[src/rtl/dff_bank_ctrl_if.sv]
// Command and status bus between the test master
// and the flop-bank sequencer.
interface dff_bank_ctrl_if #(
  parameter int WIDTH = 8
);
  logic             cmd_valid;
  logic             cmd_ready;
  logic [1:0]       cmd_op;
  logic [WIDTH-1:0] cmd_data;
  logic             busy;
  logic             done;
  logic             err;
  logic [7:0]       err_cnt;

  modport master (
    output cmd_valid,
    output cmd_op,
    output cmd_data,
    input  cmd_ready,
    input  busy,
    input  done,
    input  err,
    input  err_cnt
  );

  modport slave (
    input  cmd_valid,
    input  cmd_op,
    input  cmd_data,
    output cmd_ready,
    output busy,
    output done,
    output err,
    output err_cnt
  );
endinterface

[src/rtl/dff_bank_ctrl.sv]
// Sequencer for a bank of async clear/preset flops:
// pulses, loads, settles, reads back and scores.
module dff_bank_ctrl #(
  parameter int WIDTH         = 8,
  parameter int PULSE_CYCLES  = 2,
  parameter int SETTLE_CYCLES = 1
) (
  input  logic             clk,
  input  logic             clr,
  dff_bank_ctrl_if.slave   cmd,
  output logic [WIDTH-1:0] bank_clr,
  output logic [WIDTH-1:0] bank_pre,
  output logic [WIDTH-1:0] bank_d,
  output logic             bank_en,
  input  logic [WIDTH-1:0] bank_q
);

  if (WIDTH < 1 || WIDTH > 32) begin : g_bad_width
    $error("dff_bank_ctrl: WIDTH out of range");
  end
  if (PULSE_CYCLES < 1 || PULSE_CYCLES > 15) begin : g_bad_pulse
    $error("dff_bank_ctrl: PULSE_CYCLES out of range");
  end
  if (SETTLE_CYCLES < 0 || SETTLE_CYCLES > 15) begin : g_bad_settle
    $error("dff_bank_ctrl: SETTLE_CYCLES out of range");
  end

  localparam logic [1:0] OP_CHECK  = 2'b00;
  localparam logic [1:0] OP_CLEAR  = 2'b01;
  localparam logic [1:0] OP_PRESET = 2'b10;
  localparam logic [1:0] OP_LOAD   = 2'b11;

  typedef enum logic [2:0] {
    IDLE,
    PULSE,
    LOAD,
    SETTLE,
    CHECK
  } state_t;

  localparam logic [3:0] PULSE_LAST  = 4'(PULSE_CYCLES - 1);
  localparam logic [3:0] SETTLE_LAST = 4'(SETTLE_CYCLES - 1);

  // A zero settle interval skips straight to readback.
  localparam state_t POST_STIM =
    (SETTLE_CYCLES == 0) ? CHECK : SETTLE;

  state_t           state_q, state_d;
  logic [3:0]       cnt_q, cnt_d;
  logic [1:0]       op_q, op_d;
  logic [WIDTH-1:0] exp_q, exp_d;

  logic             ready_q;
  logic             busy_q;
  logic             done_q;
  logic             err_q;
  logic [7:0]       err_cnt_q;
  logic             mismatch;

  assign cmd.cmd_ready = ready_q;
  assign cmd.busy      = busy_q;
  assign cmd.done      = done_q;
  assign cmd.err       = err_q;
  assign cmd.err_cnt   = err_cnt_q;

  assign mismatch = (bank_q != exp_q);

  // Sequencer state, cycle counter and latched command.
  always_ff @(posedge clk or posedge clr) begin
    if (clr) begin
      state_q <= IDLE;
      cnt_q   <= '0;
      op_q    <= OP_CHECK;
      exp_q   <= '0;
    end else begin
      state_q <= state_d;
      cnt_q   <= cnt_d;
      op_q    <= op_d;
      exp_q   <= exp_d;
    end
  end

  // Next state; the expected value doubles as load data.
  always_comb begin
    state_d = state_q;
    cnt_d   = cnt_q;
    op_d    = op_q;
    exp_d   = exp_q;
    unique case (state_q)
      IDLE: begin
        if (cmd.cmd_valid && ready_q) begin
          op_d  = cmd.cmd_op;
          cnt_d = PULSE_LAST;
          unique case (1'b1)
            (cmd.cmd_op == OP_CLEAR): begin
              exp_d   = '0;
              state_d = PULSE;
            end
            (cmd.cmd_op == OP_PRESET): begin
              exp_d   = '1;
              state_d = PULSE;
            end
            (cmd.cmd_op == OP_LOAD): begin
              exp_d   = cmd.cmd_data;
              state_d = LOAD;
            end
            default: begin
              exp_d   = cmd.cmd_data;
              state_d = CHECK;
            end
          endcase
        end
      end
      PULSE: begin
        if (cnt_q == 4'd0) begin
          state_d = POST_STIM;
          cnt_d   = SETTLE_LAST;
        end else begin
          cnt_d = cnt_q - 4'd1;
        end
      end
      LOAD: begin
        state_d = POST_STIM;
        cnt_d   = SETTLE_LAST;
      end
      SETTLE: begin
        if (cnt_q == 4'd0) begin
          state_d = CHECK;
        end else begin
          cnt_d = cnt_q - 4'd1;
        end
      end
      CHECK: begin
        state_d = IDLE;
      end
      default: begin
        state_d = IDLE;
      end
    endcase
  end

  // Bank drives follow the next state so they line up
  // with the state cycles; reset cuts them at once.
  always_ff @(posedge clk or posedge clr) begin
    if (clr) begin
      bank_clr <= '0;
      bank_pre <= '0;
      bank_d   <= '0;
      bank_en  <= 1'b0;
    end else begin
      bank_clr <= (state_d == PULSE && op_d == OP_CLEAR)
                  ? '1 : '0;
      bank_pre <= (state_d == PULSE && op_d == OP_PRESET)
                  ? '1 : '0;
      bank_en  <= (state_d == LOAD);
      if (state_d == LOAD) begin
        bank_d <= exp_d;
      end
    end
  end

  // Handshake and status flags, scored on the CHECK cycle.
  always_ff @(posedge clk or posedge clr) begin
    if (clr) begin
      ready_q   <= 1'b1;
      busy_q    <= 1'b0;
      done_q    <= 1'b0;
      err_q     <= 1'b0;
      err_cnt_q <= '0;
    end else begin
      ready_q <= (state_d == IDLE);
      busy_q  <= (state_d != IDLE);
      done_q  <= (state_q == CHECK);
      if (state_q == CHECK) begin
        err_q <= mismatch;
        if (mismatch && err_cnt_q != 8'hFF) begin
          err_cnt_q <= err_cnt_q + 8'd1;
        end
      end
    end
  end

endmodule
[src/flat_wrapper.sv]
// flat-port wrapper written by rule: the top's interface ports become plain ports
module dff_bank_ctrl_flat 
#(
  parameter int WIDTH         = 8,
  parameter int PULSE_CYCLES  = 2,
  parameter int SETTLE_CYCLES = 1
)
  (clk, clr, bank_clr, bank_pre, bank_d, bank_en, bank_q, cmd_cmd_valid, cmd_cmd_op, cmd_cmd_data, cmd_cmd_ready, cmd_busy, cmd_done, cmd_err, cmd_err_cnt);
  dff_bank_ctrl_if #(.WIDTH(WIDTH)) cmd_i ();
  input  logic clk;
  input  logic clr;
  output logic [WIDTH-1:0] bank_clr;
  output logic [WIDTH-1:0] bank_pre;
  output logic [WIDTH-1:0] bank_d;
  output logic bank_en;
  input  logic [WIDTH-1:0] bank_q;
  input wire logic [$bits(cmd_i.cmd_valid)-1:0] cmd_cmd_valid;
  input wire logic [$bits(cmd_i.cmd_op)-1:0] cmd_cmd_op;
  input wire logic [$bits(cmd_i.cmd_data)-1:0] cmd_cmd_data;
  output wire logic [$bits(cmd_i.cmd_ready)-1:0] cmd_cmd_ready;
  output wire logic [$bits(cmd_i.busy)-1:0] cmd_busy;
  output wire logic [$bits(cmd_i.done)-1:0] cmd_done;
  output wire logic [$bits(cmd_i.err)-1:0] cmd_err;
  output wire logic [$bits(cmd_i.err_cnt)-1:0] cmd_err_cnt;
  assign cmd_i.cmd_valid = cmd_cmd_valid;
  assign cmd_i.cmd_op = cmd_cmd_op;
  assign cmd_i.cmd_data = cmd_cmd_data;
  assign cmd_cmd_ready = cmd_i.cmd_ready;
  assign cmd_busy = cmd_i.busy;
  assign cmd_done = cmd_i.done;
  assign cmd_err = cmd_i.err;
  assign cmd_err_cnt = cmd_i.err_cnt;
  dff_bank_ctrl #(.WIDTH(WIDTH), .PULSE_CYCLES(PULSE_CYCLES), .SETTLE_CYCLES(SETTLE_CYCLES)) u_core (.clk(clk), .clr(clr), .cmd(cmd_i), .bank_clr(bank_clr), .bank_pre(bank_pre), .bank_d(bank_d), .bank_en(bank_en), .bank_q(bank_q));
endmodule
[config.mk]
export PLATFORM = sky130hd
export DESIGN_NAME = dff_bank_ctrl_flat
export DESIGN_NICKNAME = d
export VERILOG_FILES = /design/src/rtl/dff_bank_ctrl_if.sv /design/src/rtl/dff_bank_ctrl.sv /design/src/flat_wrapper.sv
export SDC_FILE = /design/constraint.sdc
export NUM_CORES = 1
export LEC_CHECK = 0
export ABC_AREA = 1
export BUFFER_PORTS_ARGS = -buffer_cell sky130_fd_sc_hd__buf_2
export CORE_MARGIN = 1.5
export CORE_UTILIZATION = 35
export CTS_CLUSTER_DIAMETER = 60
export DETAILED_ROUTE_END_ITERATION = 10
export PLACE_DENSITY = 0.61
export REMOVE_ABC_BUFFERS = 1
export SLEW_MARGIN = 20
export SYNTH_ARGS = -nofsm -noshare
export SYNTH_HDL_FRONTEND = slang
export SYNTH_SLANG_ARGS = --single-unit
export TNS_END_PERCENT = 50
[constraint.sdc]
create_clock -name clk -period 4.2 [get_ports clk]
set_input_delay 0.42 -clock clk [delete_from_list [all_inputs] [get_ports clk]]
set_output_delay 0.42 -clock clk [all_outputs]
set_load 0.005 [all_outputs]
# After elaboration in Yosys (flattened, before gate mapping)
# Index checks and enable logic that the tools add are counted.
# W data, S select, Z words.
[op_classes] add_sub_neg=2 n_eq_ne=15 mux=16 n_reduce_logical=12
[op_table] operator="$mux W8" n=4
[op_table] operator="$pmux W4 S4" n=1
[op_table] operator="$pmux W8 S2" n=1
[op_table] operator="$mux W4" n=3
[op_table] operator="$pmux W3 S4" n=1
[op_table] operator="$eq A3 B2 Y1 const B" n=3
[op_table] operator="$mux W3" n=3
[op_table] operator="$add A8 B1 Y8 const B" n=1
[op_table] operator="$ne A8 B8 Y1" n=1
[op_table] operator="$ne A8 B8 Y1 const B" n=1
[op_table] operator="$eq A2 B2 Y1 const B" n=3
[op_table] operator="$eq A3 B1 Y1 const B" n=2
[op_table] operator="$logic_not A3 Y1" n=2
[op_table] operator="$pmux W3 S2" n=1
[op_table] operator="$eq A2 B1 Y1 const B" n=2
[op_table] operator="$logic_and A1 B1 Y1" n=4
[op_table] operator="$logic_not A4 Y1" n=1
[op_table] operator="$mux W2" n=2
[op_table] operator="$reduce_bool A4 Y1" n=1
[op_table] operator="$sub A4 B1 Y4 const B" n=1
[op_table] operator="$eq A3 B3 Y1 const B" n=1
[op_table] operator="$reduce_and A3 Y1" n=1
[op_table] operator="$reduce_bool A3 Y1" n=1
[op_table] operator="$ne A2 B1 Y1 const B" n=1
[op_table] operator="3 further kinds" n=3
[totals] ff_bits=54 in_bits=21 output_inout_bits=37 elab_cells=58

# Logic depth before layout (Yosys ltp)
[logic_depth] depth_word=8 ltp_mapped=10 mapped_depth_nobuf=10

# Least setup slack after synthesis
# No wires, ideal clock.
[synth_timing] path_type="input to register" startpoint="in cmd_cmd_op[0]" endpoint="reg u_core.bank_d[0]" setup_time_ps=117 arrival_time_ps=1531 required_time_ps=4083 slack_ps=2552 path_stages=9 n_path_buf=1 path_cell_list="inv_1 ha_1 buf_1 nand4_1 nand3_2 nor2_4 nand2_2 nand2_1 nand2_1"
[synth_between] elab_chain_len=6 word_cells_on_any_way=11 classes_between="4 x eq/ne; 6 x mux; 1 x reduce/logical"
[synth_rtl] item="start: declaration" line_no="flat_wrapper.sv:18" text="input wire logic [$bits(cmd_i.cmd_op)-1:0] cmd_cmd_op;"
[synth_rtl] item="$eq A2 B2 Y1 / $eq A2 B1 Y1 (equally long branches)" line_no="dff_bank_ctrl.sv:99, dff_bank_ctrl.sv:95"
[synth_rtl] item="$reduce_or A2 Y1 (no line)"
[synth_rtl] item="$pmux W3 S2 (*)" line_no="dff_bank_ctrl.sv:94" text="unique case (1'b1)"
[synth_rtl] item="$mux W3 (*)" line_no="dff_bank_ctrl.sv:91" text="if (cmd.cmd_valid && ready_q) begin"
[synth_rtl] item="$pmux W3 S4 (*)" line_no="dff_bank_ctrl.sv:89" text="unique case (state_q)"
[synth_rtl] item="via u_core.state_d[0]" line_no="dff_bank_ctrl.sv:48" text="state_t state_q, state_d;"
[synth_rtl] item="$eq A3 B2 Y1 (*)" line_no="dff_bank_ctrl.sv:156" text="if (state_d == LOAD) begin"
[synth_rtl] item="end signal: assignment" line_no="dff_bank_ctrl.sv:157" text="bank_d <= exp_d;"
[synth_rtl] item="end: declaration" line_no="dff_bank_ctrl.sv:13" text="output logic [WIDTH-1:0] bank_d,"
# The timed path passes the listed nets; every way through them passes the cells marked *.
# A chain may end at the register's enable or synchronous reset.

# Worst setup path after layout
[layout_timing] startpoint="reg u_core.cnt_q[0]" endpoint="reg u_core.bank_d[4]"
[layout_between] elab_chain_len=4 word_cells_on_any_way=5 classes_between="1 x eq/ne; 3 x mux; 1 x reduce/logical"
[layout_rtl] item="start: declaration" line_no="dff_bank_ctrl.sv:49" text="logic [3:0] cnt_q, cnt_d;"
[layout_rtl] item="start signal: assignment" line_no="dff_bank_ctrl.sv:77" text="cnt_q <= cnt_d;"
[layout_rtl] item="$logic_not A4 Y1 (*)" line_no="dff_bank_ctrl.sv:115, dff_bank_ctrl.sv:127"
[layout_rtl] item="$mux W3 (on tied branches)" line_no="dff_bank_ctrl.sv:127, dff_bank_ctrl.sv:115"
[layout_rtl] item="$pmux W3 S4 (*)" line_no="dff_bank_ctrl.sv:89"
[layout_rtl] item="$eq A3 B2 Y1 (*)" line_no="dff_bank_ctrl.sv:156"
# Mark *: on every way between the ends. The rest lies on a longest branch, timed or not.

==> impl_metrics.toml <==
[run_status]
outcome = "complete, no violations"

[timing]
fin_setup_tns_ns = 0
finClkSkew_ns = 0.0110
fmax_mhz = 541
setup_ws_ns = 2.35
hold_viol = 0
maxSlewHeadroom_pct = 60.6
tightest_slew_ns = 0.590
period_needed_ns = 1.85
slew_violations = 0
setup_violations = 0
rsz0062_at_grt = "false"
fin_crit_sh_pct = 44.1

[yosys]
synth_async_sr_flop_share_pct = 100
synth-edff-count = 0
syn_area_mm2 = 0.00230
synthCells = 301
ys_types = 29
ys_seq_area_share_pct = 43.6
synth_seq_cells = 40
yosys_warnings = 0
syn_avg_cell_area_um2 = 7.64
ys.flop_type = "dfrtp_1"

[setup_path]
critPathCaptureType = "flop"
critPathKind = "reg -> reg"
path_common_cell = "nand2_1"
critPathMaxFanout = 12
worst-r2r-setup-slack_ns = 2.35
crit_path_start = "u_core.cnt_q[0]"
worstPathCellList = "inv_1, ha_1, nand2_1, inv_1, nand2_1, nand3_1, nand2_2, nand2_1, nand2_1"
cp.required_ns = 4.39
rr_worst_depth = 9
cpPeakStageDelay_ns = 0.41
worstSetupStartpointType = "flop"
crit_arrival_ns = 2.04
timing.rr.start = "u_core.cnt_q[0]"
critical_path.slowest_cell = "nand3_1"

[clock_network]
ctsHtreeMaxLevel = 2
clock_path_buffers = 2
clock-sinks = 40
root_buffer = "clkbuf_8"
clk_pin_slew_ns = 0.08
cts_setup_buffers = 0
insertion_delay_ns = 0.30
cts_tree = "yes"
cts.hold.buffers_added = 0
cts_made_buffers = 5
post_cts_resized = 0

[floorplanning]
rows = 29
die_x_um = 84.1
fp.dieH_um = 84.1
dieArea_mm2 = 0.00707
core_mm2 = 0.00635
start_util_pct = 36.2
ios = 58

[detailed_routing]
num_vias = 1969
dr.pass1.iters = 6
vias_per_cell = 4.63
wl_um = 4970
ant_nets = 0
drtIter0Drc = 115
drc_errors = 0
wl_per_cell_um = 11.7

[cells_and_area]
fin_nets = 375
fin_area_mm2 = 0.00265
fill_cells = 657
syn_to_final_growth_pct = 15.2
mostFrequentLayoutCells = "nand2_1, buf_2, inv_1"
layout-drive-gt1-share_pct = 25.0
fin_cells = 425
diodes = 0
final_common_cell = "nand2_1"

[grt]
grt-ovfl-total = 0
top_usage_layer = "met2"
use_met1_pct = 19.2
first_global_vias = 1872
antenna_found_initial = 0
track_usage_pct = 15.1
grt_pass1_wl_um = 8480
use_met3_pct = 4.45
met2_usage_pct = 24.5
grt_max_degree = 41

[place]
portBuffers = 57
post-place-ws_ns = 2.25
dp.cells = 418
gp_congestion = 0.819
dpl-instance-area_mm2 = 0.00257
dp_hpwl_um = 3700

[run]
maxCapViolCount = 0

[power]
irDropWorstVdd_v = 0.000368
power_w = 0.00171
leakagePower_nw = 1.62
power_density_mw_per_mm2 = 647

[min_path]
hold_path.class = "in -> async"
per-stage QoR:
stage | hold WS (ns) | util [%]
4_1_cts | 0.260 | 41.7
3_3_place_gp | 0.456 | 40.4
5_1_grt | 0.297 | 41.7
6_report | 0.238 | 41.7
3_5_place_dp | 0.463 | 40.4
2_1_floorplan | 0.452 | -
cells by family (layout without fill, tap and decap cells):
group | Yosys count | in the layout | synth area share (%)
flops | 40 | 40 | 43.6
fa+ha+maj | 6 | 6 | 3.26
compound gates | 21 | 21 | 5.17
xor+xnor | 9 | 9 | 3.43
simple gates | 150 | 150 | 29.8
buf+inv | 75 | 122 | 14.7
registers in the layout, summed over array words and instances (netlist names), 2 cells and up:
| signal | count |
|---|---|
| u_core.bank_d | 8 |
| u_core.cmd.err_cnt | 8 |
| u_core.cnt_q | 4 |
| u_core.exp_q | 8 |
| u_core.op_q | 2 |
| u_core.state_q | 3 |
critical path, delay by kind of cell (launching register included):
family / cells / cell delay [ns]
simple gates: 6 / 0.97
flops: 1 / 0.40
buf+inv: 2 / 0.20
fa+ha+maj: 1 / 0.18
metal layers:
| metal | vias to the layer above | share of wire (%) |
|---|---|---|
| met3 | 6 | 5.2 |
| met1 | 908 | 45 |
| met2 | 52 | 48 |
| met4 | 0 | 1.4 |
| met5 | - | 0 |
| li1 | 1003 | - |
power by group:
group | total (W) | switching [W] | internal, W
Combinational | 0.000814 | 0.000503 | 0.000311
Sequential | 0.000652 | 0.000110 | 0.000542
Clock | 0.000247 | 0.000135 | 0.000112
Total | 0.00171 | 0.000748 | 0.000966
cell usage after synthesis, types with 2 or more instances:
cell / count / share of area, %
buf_2: 4 / 0.87
buf_4: 14 / 4.6
dfrtp_1: 39 / 42
ha_1: 6 / 3.3
inv_1: 54 / 8.8
inv_2: 2 / 0.33
nand2_1: 88 / 14
nand2_2: 2 / 0.54
nand3_1: 12 / 2.6
nand3b_1: 2 / 0.65
nand4_1: 11 / 3.0
nor2_1: 18 / 2.9
nor2_2: 10 / 2.7
nor3_2: 3 / 1.3
o2111ai_1: 2 / 0.76
o21ai_0: 13 / 2.8
o21ai_1: 2 / 0.44
xnor2_1: 6 / 2.3
xor2_1: 3 / 1.1
worst paths after layout:
check,to
worst max-delay path,u_core.bank_d[4]
worst min-delay path,u_core.cmd.err_cnt[7]
worst max register to register,u_core.bank_d[4]
worst min register to register,u_core.bank_d[7]
max in group asynchronous,u_core.cmd.cmd_ready
min in group clk,u_core.op_q[0]
cell type report:
cell class	instances	area [um^2]	area share, %
inverter	56	210	7.94
timing repair buffer	59	300	11.3
clock inverter	2	12.5	0.472
multi-input combinational	186	958	36.2
sequential	40	1000	37.8
tap	77	96.3	3.64
clock buffer	5	68.8	2.60
Note: power is estimated with default switching activity, not from simulation.
